**config.mk**
```make
export PLATFORM = sky130hd
export DESIGN_NAME = fetch_unit_flat
export DESIGN_NICKNAME = d
export VERILOG_FILES = /design/src/rtl/fetch_unit_if.sv /design/src/rtl/fetch_unit.sv /design/src/flat_wrapper.sv
export SDC_FILE = /design/constraint.sdc
export NUM_CORES = 1
export LEC_CHECK = 0
export ABC_AREA = 1
export BUFFER_PORTS_ARGS = -buffer_cell sky130_fd_sc_hd__buf_4
export CAP_MARGIN = 15
export CELL_PAD_IN_SITES_DETAIL_PLACEMENT = 0
export CELL_PAD_IN_SITES_GLOBAL_PLACEMENT = 2
export CORE_ASPECT_RATIO = 1.4
export CORE_MARGIN = 8
export CORE_UTILIZATION = 29
export CTS_BUF_LIST = sky130_fd_sc_hd__clkbuf_8
export CTS_CLUSTER_SIZE = 25
export DETAILED_ROUTE_END_ITERATION = 16
export PLACE_DENSITY_LB_ADDON = 0.3
export SLEW_MARGIN = 20
export SYNTH_ARGS = -nofsm -noshare
export SYNTH_HDL_FRONTEND = slang
export SYNTH_SLANG_ARGS = --single-unit
```
**constraint.sdc**
```tcl
create_clock -name clk -period 1.72 [get_ports clk]
set_input_delay 0.086 -clock clk [delete_from_list [all_inputs] [get_ports clk]]
set_output_delay 0.086 -clock clk [all_outputs]
set_load 0.01 [all_outputs]
```
**src/rtl/fetch_unit_if.sv**
```systemverilog
`default_nettype none
// ============================================================================
// Module   : fetch_unit_if
// Purpose  : Instruction-memory read bus between the fetch stage and memory.
//            Request/acknowledge handshake: the master raises req with a
//            stable addr, and the slave answers with ack and data.
// Signals  : req   master->slave  read request
//            addr  master->slave  read address (ADDR_WIDTH)
//            ack   slave->master  read data valid
//            data  slave->master  read data (DATA_WIDTH)
// Revision : 1.0  initial release
// ============================================================================
interface fetch_unit_if #(
    parameter int ADDR_WIDTH = 8,
    parameter int DATA_WIDTH = 16
) ();
    logic                  req;
    logic [ADDR_WIDTH-1:0] addr;
    logic                  ack;
    logic [DATA_WIDTH-1:0] data;

    modport master (output req, output addr, input ack, input data);
    modport slave  (input req, input addr, output ack, output data);
endinterface
`default_nettype wire

```
**src/rtl/fetch_unit.sv**
```systemverilog
`default_nettype none
// ============================================================================
// Module   : fetch_unit
// Purpose  : Instruction-fetch stage ahead of the sequence control matrix.
//            Holds the PC and a single-entry return-address register, applies
//            the sequencer's PC strobes, and runs a req/ack instruction-memory
//            read on i_ir_ld, latching the result into the IR.
// Ports    : clk          system clock, rising edge
//            rst_n        asynchronous active-low reset
//            i_pc_rst     synchronous PC clear (highest priority)
//            i_pc_ld      load PC from source selected by i_pc_src
//            i_pc_inc     PC <= PC + WORD_SIZE (lowest priority)
//            i_pc_src     00 PC+WORD_SIZE, 01 branch, 10 stack, 11 zero
//            i_bra_src    0 relative (PC + signed IR[7:0]), 1 absolute
//            i_stk_ld     stack <= PC + WORD_SIZE (pre-update PC)
//            i_ir_ld      fetch request strobe
//            mem          instruction-memory bus (master side)
//            o_ir         instruction register
//            o_ir_valid   one-cycle pulse when IR is reloaded
//            o_pc         program counter
//            o_busy       fetch in progress
//            o_fetch_err  sticky: fetch timeout or i_ir_ld while waiting
// Revision : 1.0  initial release
// ============================================================================
module fetch_unit #(
    parameter int ADDR_WIDTH = 8,
    parameter int DATA_WIDTH = 16,
    parameter int WORD_SIZE  = 1,
    parameter int MAX_WAIT   = 15
) (
    input  wire                   clk,
    input  wire                   rst_n,
    input  wire                   i_pc_rst,
    input  wire                   i_pc_inc,
    input  wire                   i_pc_ld,
    input  wire [1:0]             i_pc_src,
    input  wire                   i_bra_src,
    input  wire                   i_stk_ld,
    input  wire                   i_ir_ld,
    fetch_unit_if.master          mem,
    output logic [DATA_WIDTH-1:0] o_ir,
    output logic                  o_ir_valid,
    output logic [ADDR_WIDTH-1:0] o_pc,
    output logic                  o_busy,
    output logic                  o_fetch_err
);

    localparam logic [ADDR_WIDTH-1:0] c_word      = ADDR_WIDTH'(WORD_SIZE);
    localparam logic [7:0]            c_wait_last = 8'(MAX_WAIT - 1);

    typedef enum logic [1:0] {
        S_IDLE = 2'd0,
        S_WAIT = 2'd1,
        S_DONE = 2'd2
    } state_t;

    state_t                r_state,  w_state_nxt;
    logic [ADDR_WIDTH-1:0] r_pc,     w_pc_nxt;
    logic [ADDR_WIDTH-1:0] r_stk,    w_stk_nxt;
    logic [DATA_WIDTH-1:0] r_ir,     w_ir_nxt;
    logic [ADDR_WIDTH-1:0] r_addr,   w_addr_nxt;
    logic                  r_req,    w_req_nxt;
    logic                  r_valid,  w_valid_nxt;
    logic                  r_busy,   w_busy_nxt;
    logic                  r_err,    w_err_nxt;
    logic [7:0]            r_cnt,    w_cnt_nxt;

    logic [ADDR_WIDTH-1:0] w_pc_plus;
    logic [ADDR_WIDTH-1:0] w_bra_target;

    // Branch target always comes from the registered IR, never from
    // data still in flight on the memory bus.
    assign w_pc_plus    = r_pc + c_word;
    assign w_bra_target = i_bra_src ? ADDR_WIDTH'(r_ir[7:0])
                                    : r_pc + ADDR_WIDTH'($signed(r_ir[7:0]));

    always_ff @(posedge clk or negedge rst_n) begin
        if (!rst_n) begin
            r_state <= S_IDLE;
            r_pc    <= '0;
            r_stk   <= '0;
            r_ir    <= '0;
            r_addr  <= '0;
            r_req   <= 1'b0;
            r_valid <= 1'b0;
            r_busy  <= 1'b0;
            r_err   <= 1'b0;
            r_cnt   <= '0;
        end else begin
            r_state <= w_state_nxt;
            r_pc    <= w_pc_nxt;
            r_stk   <= w_stk_nxt;
            r_ir    <= w_ir_nxt;
            r_addr  <= w_addr_nxt;
            r_req   <= w_req_nxt;
            r_valid <= w_valid_nxt;
            r_busy  <= w_busy_nxt;
            r_err   <= w_err_nxt;
            r_cnt   <= w_cnt_nxt;
        end
    end

    always_comb begin
        w_state_nxt = r_state;
        w_pc_nxt    = r_pc;
        w_stk_nxt   = r_stk;
        w_ir_nxt    = r_ir;
        w_addr_nxt  = r_addr;
        w_req_nxt   = r_req;
        w_valid_nxt = 1'b0;
        w_busy_nxt  = r_busy;
        w_err_nxt   = r_err;
        w_cnt_nxt   = r_cnt;

        // PC update; everything reads the pre-update PC and stack, so a
        // same-cycle stack load plus PC_Src=10 swaps cleanly.
        if (i_pc_rst) begin
            w_pc_nxt = '0;
        end else if (i_pc_ld) begin
            case (i_pc_src)
                2'b00:   w_pc_nxt = w_pc_plus;
                2'b01:   w_pc_nxt = w_bra_target;
                2'b10:   w_pc_nxt = r_stk;
                default: w_pc_nxt = '0;
            endcase
        end else if (i_pc_inc) begin
            w_pc_nxt = w_pc_plus;
        end

        if (i_stk_ld) begin
            w_stk_nxt = w_pc_plus;
        end

        case (r_state)
            S_IDLE, S_DONE: begin
                // DONE accepts a new request directly for back-to-back fetch.
                w_busy_nxt  = 1'b0;
                w_state_nxt = S_IDLE;
                if (i_ir_ld) begin
                    w_addr_nxt  = r_pc;
                    w_req_nxt   = 1'b1;
                    w_busy_nxt  = 1'b1;
                    w_cnt_nxt   = '0;
                    w_state_nxt = S_WAIT;
                end
            end
            S_WAIT: begin
                if (i_ir_ld) begin
                    w_err_nxt = 1'b1;
                end
                // Ack is tested before the timeout so a last-cycle ack wins.
                if (mem.ack) begin
                    w_ir_nxt    = mem.data;
                    w_req_nxt   = 1'b0;
                    w_valid_nxt = 1'b1;
                    w_state_nxt = S_DONE;
                end else if (r_cnt == c_wait_last) begin
                    w_req_nxt   = 1'b0;
                    w_err_nxt   = 1'b1;
                    w_busy_nxt  = 1'b0;
                    w_state_nxt = S_IDLE;
                end else begin
                    w_cnt_nxt = r_cnt + 8'd1;
                end
            end
            default: begin
                w_req_nxt   = 1'b0;
                w_busy_nxt  = 1'b0;
                w_state_nxt = S_IDLE;
            end
        endcase
    end

    assign mem.req     = r_req;
    assign mem.addr    = r_addr;
    assign o_ir        = r_ir;
    assign o_ir_valid  = r_valid;
    assign o_pc        = r_pc;
    assign o_busy      = r_busy;
    assign o_fetch_err = r_err;

endmodule
`default_nettype wire

```
**src/flat_wrapper.sv**
```systemverilog
// flat-port wrapper written by rule: the top's interface ports become plain ports
module fetch_unit_flat 
#(
    parameter int ADDR_WIDTH = 8,
    parameter int DATA_WIDTH = 16,
    parameter int WORD_SIZE  = 1,
    parameter int MAX_WAIT   = 15
)
  (clk, rst_n, i_pc_rst, i_pc_inc, i_pc_ld, i_pc_src, i_bra_src, i_stk_ld, i_ir_ld, o_ir, o_ir_valid, o_pc, o_busy, o_fetch_err, mem_req, mem_addr, mem_ack, mem_data);
  fetch_unit_if #(.ADDR_WIDTH(ADDR_WIDTH), .DATA_WIDTH(DATA_WIDTH)) mem_i ();
  input  wire clk;
  input  wire rst_n;
  input  wire i_pc_rst;
  input  wire i_pc_inc;
  input  wire i_pc_ld;
  input  wire [1:0] i_pc_src;
  input  wire i_bra_src;
  input  wire i_stk_ld;
  input  wire i_ir_ld;
  output logic [DATA_WIDTH-1:0] o_ir;
  output logic o_ir_valid;
  output logic [ADDR_WIDTH-1:0] o_pc;
  output logic o_busy;
  output logic o_fetch_err;
  output wire logic [$bits(mem_i.req)-1:0] mem_req;
  output wire logic [$bits(mem_i.addr)-1:0] mem_addr;
  input wire logic [$bits(mem_i.ack)-1:0] mem_ack;
  input wire logic [$bits(mem_i.data)-1:0] mem_data;
  assign mem_req = mem_i.req;
  assign mem_addr = mem_i.addr;
  assign mem_i.ack = mem_ack;
  assign mem_i.data = mem_data;
  fetch_unit #(.ADDR_WIDTH(ADDR_WIDTH), .DATA_WIDTH(DATA_WIDTH), .WORD_SIZE(WORD_SIZE), .MAX_WAIT(MAX_WAIT)) u_core (.clk(clk), .rst_n(rst_n), .i_pc_rst(i_pc_rst), .i_pc_inc(i_pc_inc), .i_pc_ld(i_pc_ld), .i_pc_src(i_pc_src), .i_bra_src(i_bra_src), .i_stk_ld(i_stk_ld), .i_ir_ld(i_ir_ld), .mem(mem_i), .o_ir(o_ir), .o_ir_valid(o_ir_valid), .o_pc(o_pc), .o_busy(o_busy), .o_fetch_err(o_fetch_err));
endmodule
```
==> results.json, run 1 <==
{
  "fmax_mhz": 574,
  "outcome": "finished, violations left",
  "power.density_mw_per_mm2": 975,
  "synth-async-reset-ratio_pct": 100,
  "synth_edf_count": 0,
  "coreArea_mm2": 0.00995,
  "via_count": 2803,
  "rsz0062_at_grt": "true",
  "place_area_mm2": 0.00371,
  "cts_tree": "done",
  "irDropWorstVdd_v": 0.000531,
  "crit_path_max_fanout": 3,
  "hpwl_mm": 6.35,
  "syn_avg_cell_area_um2": 7.62,
  "final_util_pct": 41.2,
  "syn_nets": 427,
  "maxSlewViolCount": 0,
  "ant_nets": 0,
  "slew_headroom_pct": 72.7,
  "pin_count": 63,
  "violations": "setup timing",
  "cts_inserted_buffers": 5,
  "port_buffers": 62,
  "synthDistinctLibCells": 32,
  "tightest_slew_ps": 408,
  "antenna_found_initial": 0,
  "start_kind": "flip-flop",
  "p_leak_uw": 0.00205,
  "fin_crit_ps": 1740,
  "max_cap_viol_count": 0,
  "crit_required_ps": 1940,
  "root_buffer": "clkbuf_8",
  "dp_cells": 595,
  "cts.sinks": 54,
  "holdWs_ps": 46.9,
  "gp_congestion": 0.777,
  "insertion_delay_ps": 330,
  "synth_top_area_cell": "dfrtp_1",
  "drt_iter0_drc": 93,
  "syn_area_mm2": 0.00296,
  "routed_wl_mm": 8.43,
  "grt_pass1_vias": 2926,
  "post-route-period-util_pct": 101,
  "fin_skew_ps": 16.2,
  "drc_errors": 0,
  "hp-class": "input pin to flip-flop",
  "grt.total_usage_pct": 12.9,
  "reg2reg_slack_ps": -20,
  "area_growth_pct": 38.4,
  "diodes": 0,
  "arrival_ps": 1970,
  "synth_top_area_share_pct": 45.6,
  "synth-seq-cells": 54,
  "clk_path_buf_depth": 2,
  "overflow": 0,
  "yosysSeqAreaShare_pct": 45.6,
  "hold_viol": 0,
  "postLayoutSetupSlackWorst_ps": -21.3,
  "setup_viol": 2,
  "path_clk_slew_ps": 110,
  "yosys-top-cells-area": "dfrtp_1 (46%), nand2_1 (17%), inv_1 (5.8%)",
  "nNetsFinal": 524,
  "yosysWarnings": 0,
  "viasPerCell": 4.51,
  "grt_pass1_wl_mm": 14.1,
  "preCtsSetupSlack_ps": -10.3,
  "grt_max_degree": 30,
  "instances_no_fill": 622,
  "die_w_um": 101,
  "htreeDepth": 2,
  "drt-wirelength-per-cell_um": 13.6,
  "die_height_um": 136,
  "design_area_mm2": 0.00410,
  "crit_type": "flip-flop to flip-flop",
  "drtPass1Iterations": 4,
  "drive_above_1_share_pct": 25.7,
  "initial_core_util_pct": 29.8,
  "synth_ff_type": "dfrtp_1",
  "rows": 43,
  "die-area_mm2": 0.0138,
  "worstSetupEndpointType": "flip-flop",
  "netlist_instances": 389
}
-- layer usage --
| metal | global-route usage (%) | routed length, µm |
|---|---|---|
| met5 | 0 | 0 |
| met1 | 15.2 | 3790 |
| met2 | 22.1 | 4140 |
| met3 | 2.93 | 383 |
| met4 | 4.49 | 124 |
-- sequential cells by signal, summed over array words and instances (netlist names) --
name	cells
u_core.o_pc	8
u_core.o_ir	16
u_core.mem.req	1
u_core.o_fetch_err	1
u_core.r_stk	8
u_core.r_state	2
u_core.o_busy	1
u_core.o_ir_valid	1
u_core.mem.addr	8
u_core.r_cnt	8
-- synth_stat cells, drive strengths merged, types with 3 or more instances --
cell	number
a21oi	17
nand2	133
nand3	27
inv	52
ha	10
o21ai	35
nor2	26
nor3	5
buf	4
clkbuf	3
nand4	5
dfrtp	54
xor2	6
-- cell usage in the layout (no fill, tap or decap), types with 3 or more instances in the layout --
cell and count:
o21ai_0 23, dfrtp_1 52, a21oi_1 15, nand3_2 4, nor2_4 3, buf_4 78
nor3_1 3, nand2_2 6, ha_1 5, nor2_1 22, clkbuf_8 6, ha_4 4
inv_2 7, nand4_1 5, o21ai_1 11, xor2_1 6, nand3_1 22, inv_1 44
nand2_1 126, dlygate4sd3_1 18
-- where the power goes --
part	total (µW)	internal, µW	switching, µW
Sequential	1670	1500	171
Combinational	1510	711	801
Clock	812	333	479
-- final timing paths --
kind | start | cells past startpoint | end
worst max-delay path | u_core.o_pc[0] | 13 | u_core.o_pc[6]
worst min-delay path | i_ir_ld | 3 | u_core.o_fetch_err
worst max register to register | u_core.o_pc[0] | 13 | u_core.o_pc[6]
worst min register to register | u_core.o_ir[13] | 2 | u_core.o_ir[13]
max in group asynchronous | rst_n | 3 | u_core.r_stk[2]
min in group asynchronous | rst_n | 2 | u_core.r_cnt[4]
-- stage by stage --
stage / setup TNS, ps / power (µW)
finish: -41.4 / 4000
global route: -621 / 4300
CTS: 0 / 3930
detailed placement: -10.8 / 3060
global placement: -62.6 / 3050
floorplan: 0 / 2410
-- critical path, stage by stage, from the launching register on --
cell and delay, ps:
dfrtp_2 410, ha_4 140, inv_2 30, fa_2 390
inv_2 80, nand3_4 70, nand2_2 90, nand2_2 70
nand3_2 60, nand3_2 70, nand2_2 60, nand3_1 60
nand2_1 60, nand2_1 40
-- cell type report --
cell class	instances	area (µm²)
clock buffer	6	82.6
multi-input combinational	276	1500
fill	1028	5850
inverter	52	198
sequential	54	1350
timing repair buffer	97	786
clock inverter	2	17.5
tap	135	169
-- kinds of logic (layout without fill, tap and decap cells) --
kind of cell             count (synthesis)  after routing  synth area share (%)
adder cells (fa/ha/maj)                 11             11                  4.90
flip-flops                              54             54                  45.6
AND/OR/NAND/NOR                        197            197                  28.5
XOR/XNOR                                 7              7                  2.07
buffers and inverters                   59            157                  7.94
AO/OA/AOI/OAI                           61             61                  10.9
-- what timing repair did --
action,4_1_cts,5_1_grt
setup endpoints to repair,3,8
setup buffers,0,1
hold buffers,18,0
gates resized for setup,6,21
cloned,0,0
pin swaps,1,11
endpoints found under the hold margin,43,0
Note: power is estimated with default switching activity, not from simulation.
==> run 2: changes to the inputs <==
GPL_TIMING_DRIVEN = 0   (was default)
clock period = 1.5 ns   (was 1.72 ns; I/O delays follow)
==> results.json, run 2 (synthesized netlist as in run 1, its figures left out) <==
{
  "p_leak_uw": 0.00208,
  "post-route-period-util_pct": 119,
  "cts_tree": "done",
  "p_total_uw": 4830,
  "use_met1_pct": 15.5,
  "grt_pass1_vias": 2747,
  "irDropWorstVdd_v": 0.000609,
  "max_cap_viol_count": 0,
  "grt_pass1_wl_mm": 13.7,
  "port_buffers": 62,
  "diodes": 0,
  "fin_crit_ps": 1790,
  "grt.total_usage_pct": 12.6,
  "gp_congestion": 0.789,
  "ant_nets": 0,
  "postLayoutSetupSlackWorst_ps": -286,
  "worstSetupEndpointType": "flip-flop",
  "drtPass1Iterations": 5,
  "drive_above_1_share_pct": 30.4,
  "crit_start": "u_core.o_pc[0]",
  "largest_reg_flops": 16,
  "tightest_slew_ps": 705,
  "rsz0062_at_grt": "true",
  "antenna_found_initial": 0,
  "rows": 43,
  "reg2reg_slack_ps": -290,
  "pin_count": 63,
  "reg2reg_depth": 9,
  "routed_wl_mm": 8.42,
  "gr-usage-met3_pct": 2.37,
  "hpwl_mm": 6.32,
  "mostFrequentLayoutCell": "nand2_1",
  "via_count": 2818,
  "drt_iter0_drc": 81,
  "drt-wirelength-per-cell_um": 13.3,
  "fmax_mhz": 560,
  "hp-class": "input pin to flip-flop",
  "setup.worst_path.end": "u_core.o_pc[2]",
  "power.density_mw_per_mm2": 1130,
  "timing.rr.end": "u_core.o_pc[2]",
  "die_w_um": 101,
  "insertion_delay_ps": 330,
  "htreeDepth": 2,
  "hold_viol": 0,
  "fill_cells": 1053,
  "die-area_mm2": 0.0138,
  "viasPerCell": 4.44,
  "layout_common_cells": "nand2_1 (125), buf_4 (84), inv_1 (43), dfrtp_1 (43), nand3_1 (23)",
  "cts_inserted_buffers": 5,
  "grt_max_degree": 55,
  "violations": "setup timing",
  "area_growth_pct": 44.4,
  "clk_path_buf_depth": 2,
  "nNetsFinal": 537,
  "maxSlewViolCount": 0,
  "slew_headroom_pct": 53.0,
  "crit_path_max_fanout": 2,
  "design_area_mm2": 0.00428,
  "outcome": "finished, violations left",
  "arrival_ps": 1990,
  "setup_viol": 7,
  "path_clk_slew_ps": 120,
  "crit_required_ps": 1700,
  "initial_core_util_pct": 29.8,
  "cts.sinks": 54,
  "place_area_mm2": 0.00365,
  "crit_type": "flip-flop to flip-flop",
  "die_height_um": 136,
  "start_kind": "flip-flop",
  "grt.busiest_layer": "met2",
  "met2_usage_pct": 21.2,
  "overflow": 0,
  "fin_skew_ps": 15.9,
  "drc_errors": 0,
  "root_buffer": "clkbuf_8",
  "reg2reg_from": "u_core.o_pc[0]",
  "coreArea_mm2": 0.00995
}
==> run 2: changes by cell type in the layout (fill, tap and decap cells not counted), sizes merged <==
cell,delta
buf,+9
bufinv,+1
clkbuf,+4
clkinv,-2
inv,+1
==> run 2: power breakdown <==
part | switching [µW] | internal (µW) | leakage [µW] | total [µW]
clock | 527 | 550 | 0.0000618 | 1080
combinational | 923 | 876 | 0.00134 | 1800
sequential | 226 | 1730 | 0.000682 | 1950
total | 1670 | 3160 | 0.00208 | 4830
==> run 2: routing by layer <==
layer	routed length (µm)	share of wire, %
met2	4210	50
met5	0	0
met3	311	3.7
met4	130	1.5
met1	3760	45
==> run 2: cell type report <==
type                    count  area (µm²)  area share (%)
flip-flops and latches     54        1370            31.9
well taps                 135         169            3.95
multi-input cells         276        1560            36.4
plain buffers               7        42.5           0.994
inverters                  52         198            4.62
repair buffers            103         826            19.3
clock buffers               6        82.6            1.93
clock inverters             2        38.8           0.906
==> run 2: worst min path at each step <==
stage / startpoint / to / slack, ps / depth (start not counted)
final: i_pc_inc / u_core.o_pc[5] / 30 / 4
after CTS: i_pc_inc / u_core.o_pc[3] / 20 / 4
after detailed placement: rst_n / u_core.r_cnt[5] / 180 / 1
after global routing: i_pc_inc / u_core.o_pc[3] / 30 / 4
after floorplan: rst_n / u_core.mem.addr[0] / -220 / 0
after global placement: rst_n / u_core.r_cnt[7] / 180 / 1
==> run 2: metrics by stage <==
stage / TNS [ps] / instances / hold slack [ps] / util (%) / worst slack [ps]
after floorplan: -572 / 389 / -221 / - / -153
after global placement: -1700 / 586 / 185 / 36.6 / -344
after detailed placement: -1740 / 586 / 181 / 36.6 / -345
after CTS: -1400 / 618 / 18.5 / 40.5 / -255
after global routing: -2110 / 635 / 29.1 / 43.0 / -396
final: -1200 / 635 / 29.9 / 43.0 / -286
==> run 2: timing repair <==
item | in CTS | in global routing
endpoints found under the setup margin | 7 | 21
buffers inserted | 6 | 17
hold buffers | 18 | 0
pin swaps | 3 | 11
endpoints found under the hold margin | 72 | 0
gates resized for setup | 12 | 30
==> run 2: worst max-delay path: stages, from the launching register on <==
cell and delay (ps):
dfrtp_2 420, ha_4 150, inv_2 30, fa_2 340, buf_4 150, xnor2_2 130
o21ai_2 130, o211ai_1 100, o21ai_1 140, o21ai_1 80
==> run 3: changes to the inputs <==
CORE_ASPECT_RATIO = default   (was 1.4)
RECOVER_POWER = 50   (was default)
==> results.json, run 3 (synthesized netlist as in run 1, its figures left out) <==
{
  "nNetsFinal": 531,
  "drive_above_1_share_pct": 25.9,
  "area_growth_pct": 39.5,
  "violations": "setup timing",
  "rows": 37,
  "initial_core_util_pct": 29.2,
  "coreArea_mm2": 0.0101,
  "rsz0062_at_grt": "true",
  "worstHoldEndpoint": "u_core.o_pc[6]",
  "insertion_delay_ps": 320,
  "largest_reg_flops": 16,
  "slew_headroom_pct": 48.1,
  "ant_nets": 0,
  "mostFrequentLayoutCell": "nand2_1",
  "cpMaxStageDelayCell": "dfrtp_2",
  "antenna_found_initial": 0,
  "grt_pass1_vias": 2861,
  "htreeDepth": 2,
  "hold_start": "i_pc_inc",
  "pin_count": 63,
  "die_height_um": 117,
  "drt_iter0_drc": 83,
  "fin_skew_ps": 14.6,
  "maxSlewViolCount": 0,
  "path_clk_slew_ps": 100,
  "die_w_um": 117,
  "hold_viol": 0,
  "reg2reg_from": "u_core.o_pc[0]",
  "dp_cells": 587,
  "grt_max_degree": 55,
  "irDropWorstVdd_v": 0.000439,
  "cp_common_cell": "nand2_1",
  "via_count": 2815,
  "overflow": 0,
  "whs_path_depth": 4,
  "fin_crit_ps": 1750,
  "cp_slowest_stage_delay_ps": 410,
  "postLayoutSetupSlackWorst_ps": -253,
  "layout_common_cells": "nand2_1 (121), buf_4 (53), dfrtp_1 (45)",
  "grt_pass1_wl_mm": 14.5,
  "crit_path_max_fanout": 3,
  "drt-wirelength-per-cell_um": 13.9,
  "clk_path_buf_depth": 2,
  "reg2reg_depth": 13,
  "gp_congestion": 0.797,
  "cts_tree": "done",
  "viasPerCell": 4.47,
  "setup_viol": 24,
  "cts.sinks": 54,
  "outcome": "finished, violations left",
  "grt.total_usage_pct": 13.4,
  "port_buffers": 62,
  "reg2reg_slack_ps": -250,
  "drtPass1Iterations": 4,
  "power.density_mw_per_mm2": 1080,
  "crit_required_ps": 1700,
  "hpwl_mm": 6.33,
  "crit_start": "u_core.o_pc[0]",
  "fmax_mhz": 571,
  "p_leak_uw": 0.00198,
  "hp-class": "input pin to flip-flop",
  "worstSetupEndpointType": "flip-flop",
  "routed_wl_mm": 8.73,
  "instances_no_fill": 630,
  "fill_cells": 1076,
  "holdWs_ps": 31.6,
  "cp_cell_sequence": "ha_4 -> inv_2 -> fa_2 -> inv_2 -> nand3_4 -> nand3_2 -> nand2_2 -> o21ai_2 -> nand2_1 -> nand2_1 -> nand2_1 -> nand2_1 -> nand2_1",
  "diodes": 0,
  "timing.rr.end": "u_core.o_pc[4]",
  "drc_errors": 0,
  "post-route-period-util_pct": 117,
  "max_cap_viol_count": 0,
  "cts_inserted_buffers": 5,
  "start_kind": "flip-flop",
  "root_buffer": "clkbuf_8",
  "die-area_mm2": 0.0137,
  "arrival_ps": 1960,
  "crit_type": "flip-flop to flip-flop",
  "tightest_slew_ps": 778
}
[run 3: cell types whose count changed in the layout (fill, tap and decap cells not counted), moves of 3 or more]
cell,previous run,this run
nand2_1,125,121
clkbuf_1,3,24
buf_4,84,53
nand2_2,7,10
[run 3: final cells by class]
cell class | count | area (µm²) | share of cell area [%]
Multi-Input combinational cell | 276 | 1550 | 37.5
Clock buffer | 5 | 68.8 | 1.66
Tap cell | 136 | 170 | 4.12
Clock inverter | 3 | 17.5 | 0.424
Inverter | 52 | 198 | 4.78
Buffer | 7 | 43.8 | 1.06
Timing Repair Buffer | 97 | 723 | 17.5
Sequential cell | 54 | 1360 | 33.0
[run 3: worst max path at each step]
stage / end / slack (ps) / cells after the start
floorplan: u_core.o_pc[4] / -150 / 13
global route: u_core.o_pc[4] / -390 / 12
finish: u_core.o_pc[4] / -250 / 13
detailed placement: u_core.o_pc[4] / -410 / 12
global placement: u_core.o_pc[4] / -380 / 12
CTS: u_core.o_pc[4] / -260 / 13
[run 3: layer usage]
| layer | routed length [µm] | global-route usage, % | up-vias |
|---|---|---|---|
| met4 | 102 | 4.69 | 0 |
| met1 | 4200 | 18.1 | 1303 |
| met2 | 4080 | 21.3 | 53 |
| met3 | 351 | 2.31 | 6 |
| li1 | - | - | 1453 |
| met5 | 0 | 0 | - |
[run 3: report_power, final]
part	switching (µW)	total [µW]	internal, µW
logic	921	1650	730
registers	240	1970	1730
clock network	520	845	325
total	1680	4460	2780
[run 3: repair_timing]
| item | 4_1_cts | 5_1_grt |
|---|---|---|
| resized for setup | 10 | 36 |
| endpoints found under the setup margin | 7 | 32 |
| buffers inserted | 5 | 11 |
| hold buffers | 18 | 0 |
| hold endpoints to repair | 72 | 0 |
| pin swaps | 3 | 10 |
| gates cloned | 0 | 1 |
[run 3: metrics by stage]
step | instance area (µm²) | setup WS, ps | total power [µW] | util (%) | setup TNS [ps]
2_1_floorplan | 3010 | -153 | 2810 | - | -572
4_1_cts | 3990 | -261 | 4480 | 39.4 | -1370
3_3_place_gp | 3650 | -384 | 3480 | 36.0 | -1770
6_report | 4130 | -253 | 4460 | 40.8 | -2600
5_1_grt | 4130 | -389 | 4830 | 40.8 | -5850
3_5_place_dp | 3650 | -408 | 3500 | 36.0 | -1810
[run 3: worst max-delay path, delay by kind of cell (launching register included)]
kind	cells	cell delay (ps)
DFF	1	410
buffers and inverters	2	110
AOI/OAI and AO/OA	1	160
and+or+nand+nor	8	470
adders and majority gates	2	500
